===== src/rtl/reg_dump_reader_pkg.sv =====
// rtl/reg_dump_reader_pkg.sv - shared sizing constants and FSM encoding for the register dump reader
package reg_dump_reader_pkg;

    localparam int NUM_REGS   = 32;
    localparam int DEF_ADDR_W = $clog2(NUM_REGS);
    localparam int DEF_DATA_W = 32;

    typedef enum logic [1:0] {
        ST_IDLE = 2'd0,
        ST_SEL  = 2'd1,
        ST_SEND = 2'd2,
        ST_FIN  = 2'd3
    } dump_state_t;

endpackage


===== src/rtl/reg_dump_out_stage.sv =====
// rtl/reg_dump_out_stage.sv - output word register, held stable under downstream backpressure
module reg_dump_out_stage #(
    parameter int ADDR_W = 5,
    parameter int DATA_W = 32
) (
    input  logic              iCLK,
    input  logic              iRST_n,
    input  logic              load,
    input  logic              drop,
    input  logic [DATA_W-1:0] cap_data,
    input  logic [ADDR_W-1:0] cap_index,
    input  logic              cap_last,
    output logic [DATA_W-1:0] data,
    output logic [ADDR_W-1:0] index,
    output logic              last,
    output logic              valid
);

    always_ff @(posedge iCLK or negedge iRST_n) begin
        if (!iRST_n) begin
            data  <= '0;
            index <= '0;
            last  <= 1'b0;
            valid <= 1'b0;
        end else if (load) begin
            data  <= cap_data;
            index <= cap_index;
            last  <= cap_last;
            valid <= 1'b1;
        end else if (drop) begin
            // data/index keep their last value; only the qualifiers fall
            last  <= 1'b0;
            valid <= 1'b0;
        end
    end

endmodule


===== src/rtl/reg_dump_reader.sv =====
// rtl/reg_dump_reader.sv - scans a register range through the display-select port and streams the words out
module reg_dump_reader
    import reg_dump_reader_pkg::*;
#(
    parameter int ADDR_W  = DEF_ADDR_W,
    parameter int DATA_W  = DEF_DATA_W,
    parameter bit SKIP_X0 = 1'b0
) (
    input  logic              iCLK,
    input  logic              iRST_n,
    input  logic              iStart,
    input  logic              iAbort,
    input  logic [ADDR_W-1:0] iFirst,
    input  logic [ADDR_W-1:0] iLast,
    output logic [ADDR_W-1:0] oRegSelect,
    input  logic [DATA_W-1:0] iRegData,
    output logic [DATA_W-1:0] oData,
    output logic [ADDR_W-1:0] oIndex,
    output logic              oValid,
    input  logic              iReady,
    output logic              oLast,
    output logic              oBusy,
    output logic              oDone,
    output logic              oError
);

    localparam logic [ADDR_W-1:0] ONE = 1;

    dump_state_t       state;
    logic [ADDR_W-1:0] idx;
    logic [ADDR_W-1:0] last_q;
    logic [ADDR_W-1:0] start_idx;
    logic              empty_range;
    logic              abort_act;
    logic              load_word;
    logic              drop_word;

    // x0 is hardwired zero, so skipping it may leave nothing to send
    assign start_idx   = (SKIP_X0 && (iFirst == '0)) ? ONE : iFirst;
    assign empty_range = SKIP_X0 && (iLast == '0);

    assign abort_act = iAbort && (state != ST_IDLE);
    assign load_word = (state == ST_SEL) && !iAbort;
    assign drop_word = abort_act || ((state == ST_SEND) && iReady);

    always_ff @(posedge iCLK or negedge iRST_n) begin
        if (!iRST_n) begin
            state      <= ST_IDLE;
            idx        <= '0;
            last_q     <= '0;
            oRegSelect <= '0;
            oBusy      <= 1'b0;
            oDone      <= 1'b0;
            oError     <= 1'b0;
        end else begin
            oDone  <= 1'b0;
            oError <= 1'b0;
            if (abort_act) begin
                state <= ST_IDLE;
                oBusy <= 1'b0;
            end else begin
                case (state)
                    ST_IDLE: begin
                        if (iStart) begin
                            if (iFirst <= iLast) begin
                                last_q     <= iLast;
                                idx        <= start_idx;
                                oRegSelect <= start_idx;
                                oBusy      <= 1'b1;
                                state      <= empty_range ? ST_FIN : ST_SEL;
                            end else begin
                                oError <= 1'b1;
                            end
                        end
                    end
                    ST_SEL: begin
                        state <= ST_SEND;
                    end
                    ST_SEND: begin
                        if (iReady) begin
                            // compare before incrementing so a range ending at the top index never wraps
                            if (idx == last_q) begin
                                state <= ST_FIN;
                            end else begin
                                idx        <= idx + ONE;
                                oRegSelect <= idx + ONE;
                                state      <= ST_SEL;
                            end
                        end
                    end
                    ST_FIN: begin
                        oDone <= 1'b1;
                        oBusy <= 1'b0;
                        state <= ST_IDLE;
                    end
                    default: begin
                        state <= ST_IDLE;
                    end
                endcase
            end
        end
    end

    reg_dump_out_stage #(
        .ADDR_W (ADDR_W),
        .DATA_W (DATA_W)
    ) u_out_stage (
        .iCLK      (iCLK),
        .iRST_n    (iRST_n),
        .load      (load_word),
        .drop      (drop_word),
        .cap_data  (iRegData),
        .cap_index (idx),
        .cap_last  (idx == last_q),
        .data      (oData),
        .index     (oIndex),
        .last      (oLast),
        .valid     (oValid)
    );

endmodule


===== config.mk =====
export PLATFORM = sky130hd
export DESIGN_NAME = reg_dump_reader
export DESIGN_NICKNAME = d
export VERILOG_FILES = /design/src/rtl/reg_dump_reader_pkg.sv /design/src/rtl/reg_dump_out_stage.sv /design/src/rtl/reg_dump_reader.sv
export SDC_FILE = /design/constraint.sdc
export NUM_CORES = 1
export LEC_CHECK = 0
export ABC_AREA = 1
export CAP_MARGIN = 0
export CORE_ASPECT_RATIO = 2
export CORE_UTILIZATION = 25
export CTS_CLUSTER_SIZE = 12
export DETAILED_ROUTE_END_ITERATION = 16
export GPL_TIMING_DRIVEN = 0
export PLACE_DENSITY_LB_ADDON = 0.25
export SLEW_MARGIN = 20
export SYNTH_ARGS = -nofsm -noshare
export SYNTH_HDL_FRONTEND = slang
export SYNTH_SLANG_ARGS = --single-unit

===== constraint.sdc =====
create_clock -name iCLK -period 1.3 [get_ports iCLK]
set_input_delay 0.195 -clock iCLK [delete_from_list [all_inputs] [get_ports iCLK]]
set_output_delay 0.195 -clock iCLK [all_outputs]
set_load 0.005 [all_outputs]

==> metrics.yaml <==
status:
  status: "complete, but fails checks"
  violations: "setup timing"
sta:
  setup_viol: 40
  rsz0062_at_grt: "yes"
  clock_skew_ns: 0.00293
  max_freq_mhz: 727
  timing.final.crit_share: 1.06
  fin_crit_ns: 1.38
  finalHoldViolCount: 0
  tightest_slew_ns: 0.697
  slew_headroom: 0.535
  slew_violations: 0
  worst_slack_ns: -0.0756
layout:
  fin_nets: 399
  fin_util: 0.437
  fin_area_um2: 4110
  diodes: 0
  drive_above_1_share: 0.360
  syn_to_final_growth_pct: 68.5
pwr:
  max-vdd-ir-drop_mv: 0.604
  p_per_area_nw_per_um2: 2060
  leakage_nw: 1.96
grt:
  met3_usage: 0.0178
  grt_pass1_wl_um: 10200
  grt_overflow: 0
  grt_usage: 0.132
  antenna_found_initial: 0
  grt_max_degree: 55
  grt_use_met1: 0.124
  grt.busiest_layer: "met2"
  grt_pass1_vias: 2162
  use_met2: 0.260
clocking:
  clockBufferDepth: 2
  cts_tree: "built"
  clkTransAtPathRegs_ns: 0.07
  cts_root_buf: "clkbuf_16"
  cts.sinks: 54
  clkLatencyLatePin_ns: 0.29
  htree_levels: 2
  numCtsBuffers: 5
critical_path:
  critical_path_class: "register to register"
  required_ns: 1.47
  end_kind: "register"
  critPathArrivalTime_ns: 1.55
  crit_fanout: 8
  cp-start-kind: "register"
yosys:
  syn_inst: 225
  synth_edf_count: 0
  syn_area_um2: 2440
  ys_warn_count: 0
  synth_top_cell_by_area: "dfrtp_1"
  ys_types: 24
  synth_most_common_cell: "dfrtp_1"
  synth_ff_type: "dfrtp_1"
  synth.avg_cell_area_um2: 10.8
  ys_top_cells_by_area: "dfrtp_1 55%, mux2_2 15%, nand2_1 8.0%, ha_1 3.1%, inv_1 3.1%"
  synth_top_area_share: 0.555
  netlist_top_cells_count: "54 x dfrtp_1, 52 x nand2_1, 32 x mux2_2"
  ys_seq_elements: 54
  ys_seq_area_frac: 0.555
  syn-num-nets: 278
  async_flop_share: 1.00
floorplan:
  initial_utilization: 0.260
  pin_count: 94
  die-height_um: 142
  fp.dieW_um: 71.8
  fp-row-count: 50
  die_area_um2: 10200
  core_area_um2: 9380
route:
  drt.antenna.violating_nets: 0
  drt-initial-drc-count: 70
  dr.pass1.iters: 4
  wire_per_inst_um: 14.3
  drcViolationCount: 0
  wl_um: 6440
  vias: 2015
  viasPerCell: 4.47
placed_design:
  dpl.hpwl_um: 4570
  place_area_um2: 3520
  place_ws_ns: -0.708
  routabilityCongestion: 0.754
  io_buffers: 93
flow_run:
  max_cap_viol_count: 0
min_path:
  min_path_type: "input port to register"
-- timing repair --
item                       4_1_cts  5_1_grt
gates cloned                     2        1
hold endpoints to repair        54        0
setup buffers                   15        2
resized for setup              118       31
hold buffers                     1        0
pin swaps                       22        6
setup endpoints to repair       95       50
-- worst max-delay path: stages, from the launching register on --
cell	delay (ns)
dfrtp_2	0.46
inv_2	0.08
nand3_4	0.20
clkbuf_16	0.24
mux2_2	0.26
-- worst paths after layout --
kind | startpoint | end | slack (ns) | cells after the start
setup / recovery | state[1]$_DFFE_PN0P_ | u_out_stage.data[1]$_DFFE_PN0P_ | -0.08 | 4
hold / removal | iLast[0] | last_q[0]$_DFFE_PN0P_ | 0.20 | 3
setup reg to reg | state[1]$_DFFE_PN0P_ | u_out_stage.data[1]$_DFFE_PN0P_ | -0.08 | 4
hold reg to reg | u_out_stage.valid$_DFFE_PN0P_ | u_out_stage.valid$_DFFE_PN0P_ | 0.47 | 2
max in group asynchronous | iRST_n | state[1]$_DFFE_PN0P_ | 0.30 | 2
min in group asynchronous | iRST_n | u_out_stage.data[1]$_DFFE_PN0P_ | 0.49 | 2
-- placed cells by master, fill, tap and decap left out, types with 5 or more instances in the layout --
cell	n
nand2_2	12
inv_1	12
o21ai_0	7
dfrtp_2	6
clkdlybuf4s50_1	35
clkbuf_16	6
dlygate4sd2_1	52
dfrtp_1	48
nand2_1	37
inv_2	8
nand4_1	7
nand3_4	6
buf_6	7
buf_4	14
mux2_2	32
buf_8	5
nor2_1	6
-- sequential cells by signal (all words and copies together) (netlist names) --
register	cells
u_out_stage.valid	1
u_out_stage.index	5
oBusy	1
u_out_stage.data	32
u_out_stage.last	1
idx	5
oError	1
oDone	1
state	2
last_q	5
-- cell families after synthesis --
family / share of synthesized area
buffers and inverters: 0.0437
AND/OR/NAND/NOR: 0.161
AO/OA/AOI/OAI: 0.0385
multiplexers: 0.157
XOR/XNOR: 0.0144
adder cells (fa/ha/maj): 0.0308
flip-flops: 0.555
-- where the power goes --
| part | internal, mW | switching, mW |
|---|---|---|
| Sequential | 2.50 | 0.488 |
| Combinational | 2.29 | 1.68 |
| Clock | 0.902 | 0.585 |
| Total | 5.69 | 2.75 |
-- cell type report --
class | count | area, um^2
multi-input cells | 144 | 1200
fillers | 914 | 5280
flip-flops and latches | 54 | 1360
repair buffers | 114 | 1090
clock buffers | 5 | 125
clock inverters | 3 | 40.0
inverters | 21 | 81.3
plain buffers | 6 | 85.1
well taps | 104 | 130
-- routing by layer --
layer | wire length [um] | share of wire
met1 | 2240 | 0.35
met2 | 3650 | 0.57
met3 | 286 | 0.044
met4 | 262 | 0.041
met5 | 0 | 0
-- through the flow --
stage / power (mW) / setup TNS [ns] / hold slack, ns / instances
CTS: 8.26 / -1.53 / 0.321 / 448
global route: 9.05 / -4.65 / 0.225 / 451
detailed placement: 6.58 / -26.08 / 0.298 / 422
floorplan: 4.58 / -0.371 / -0.101 / 225
finish: 8.44 / -2.14 / 0.200 / 451
global placement: 6.49 / -117.54 / 0.458 / 422
No activity file was read; power rests on OpenSTA's default activity.
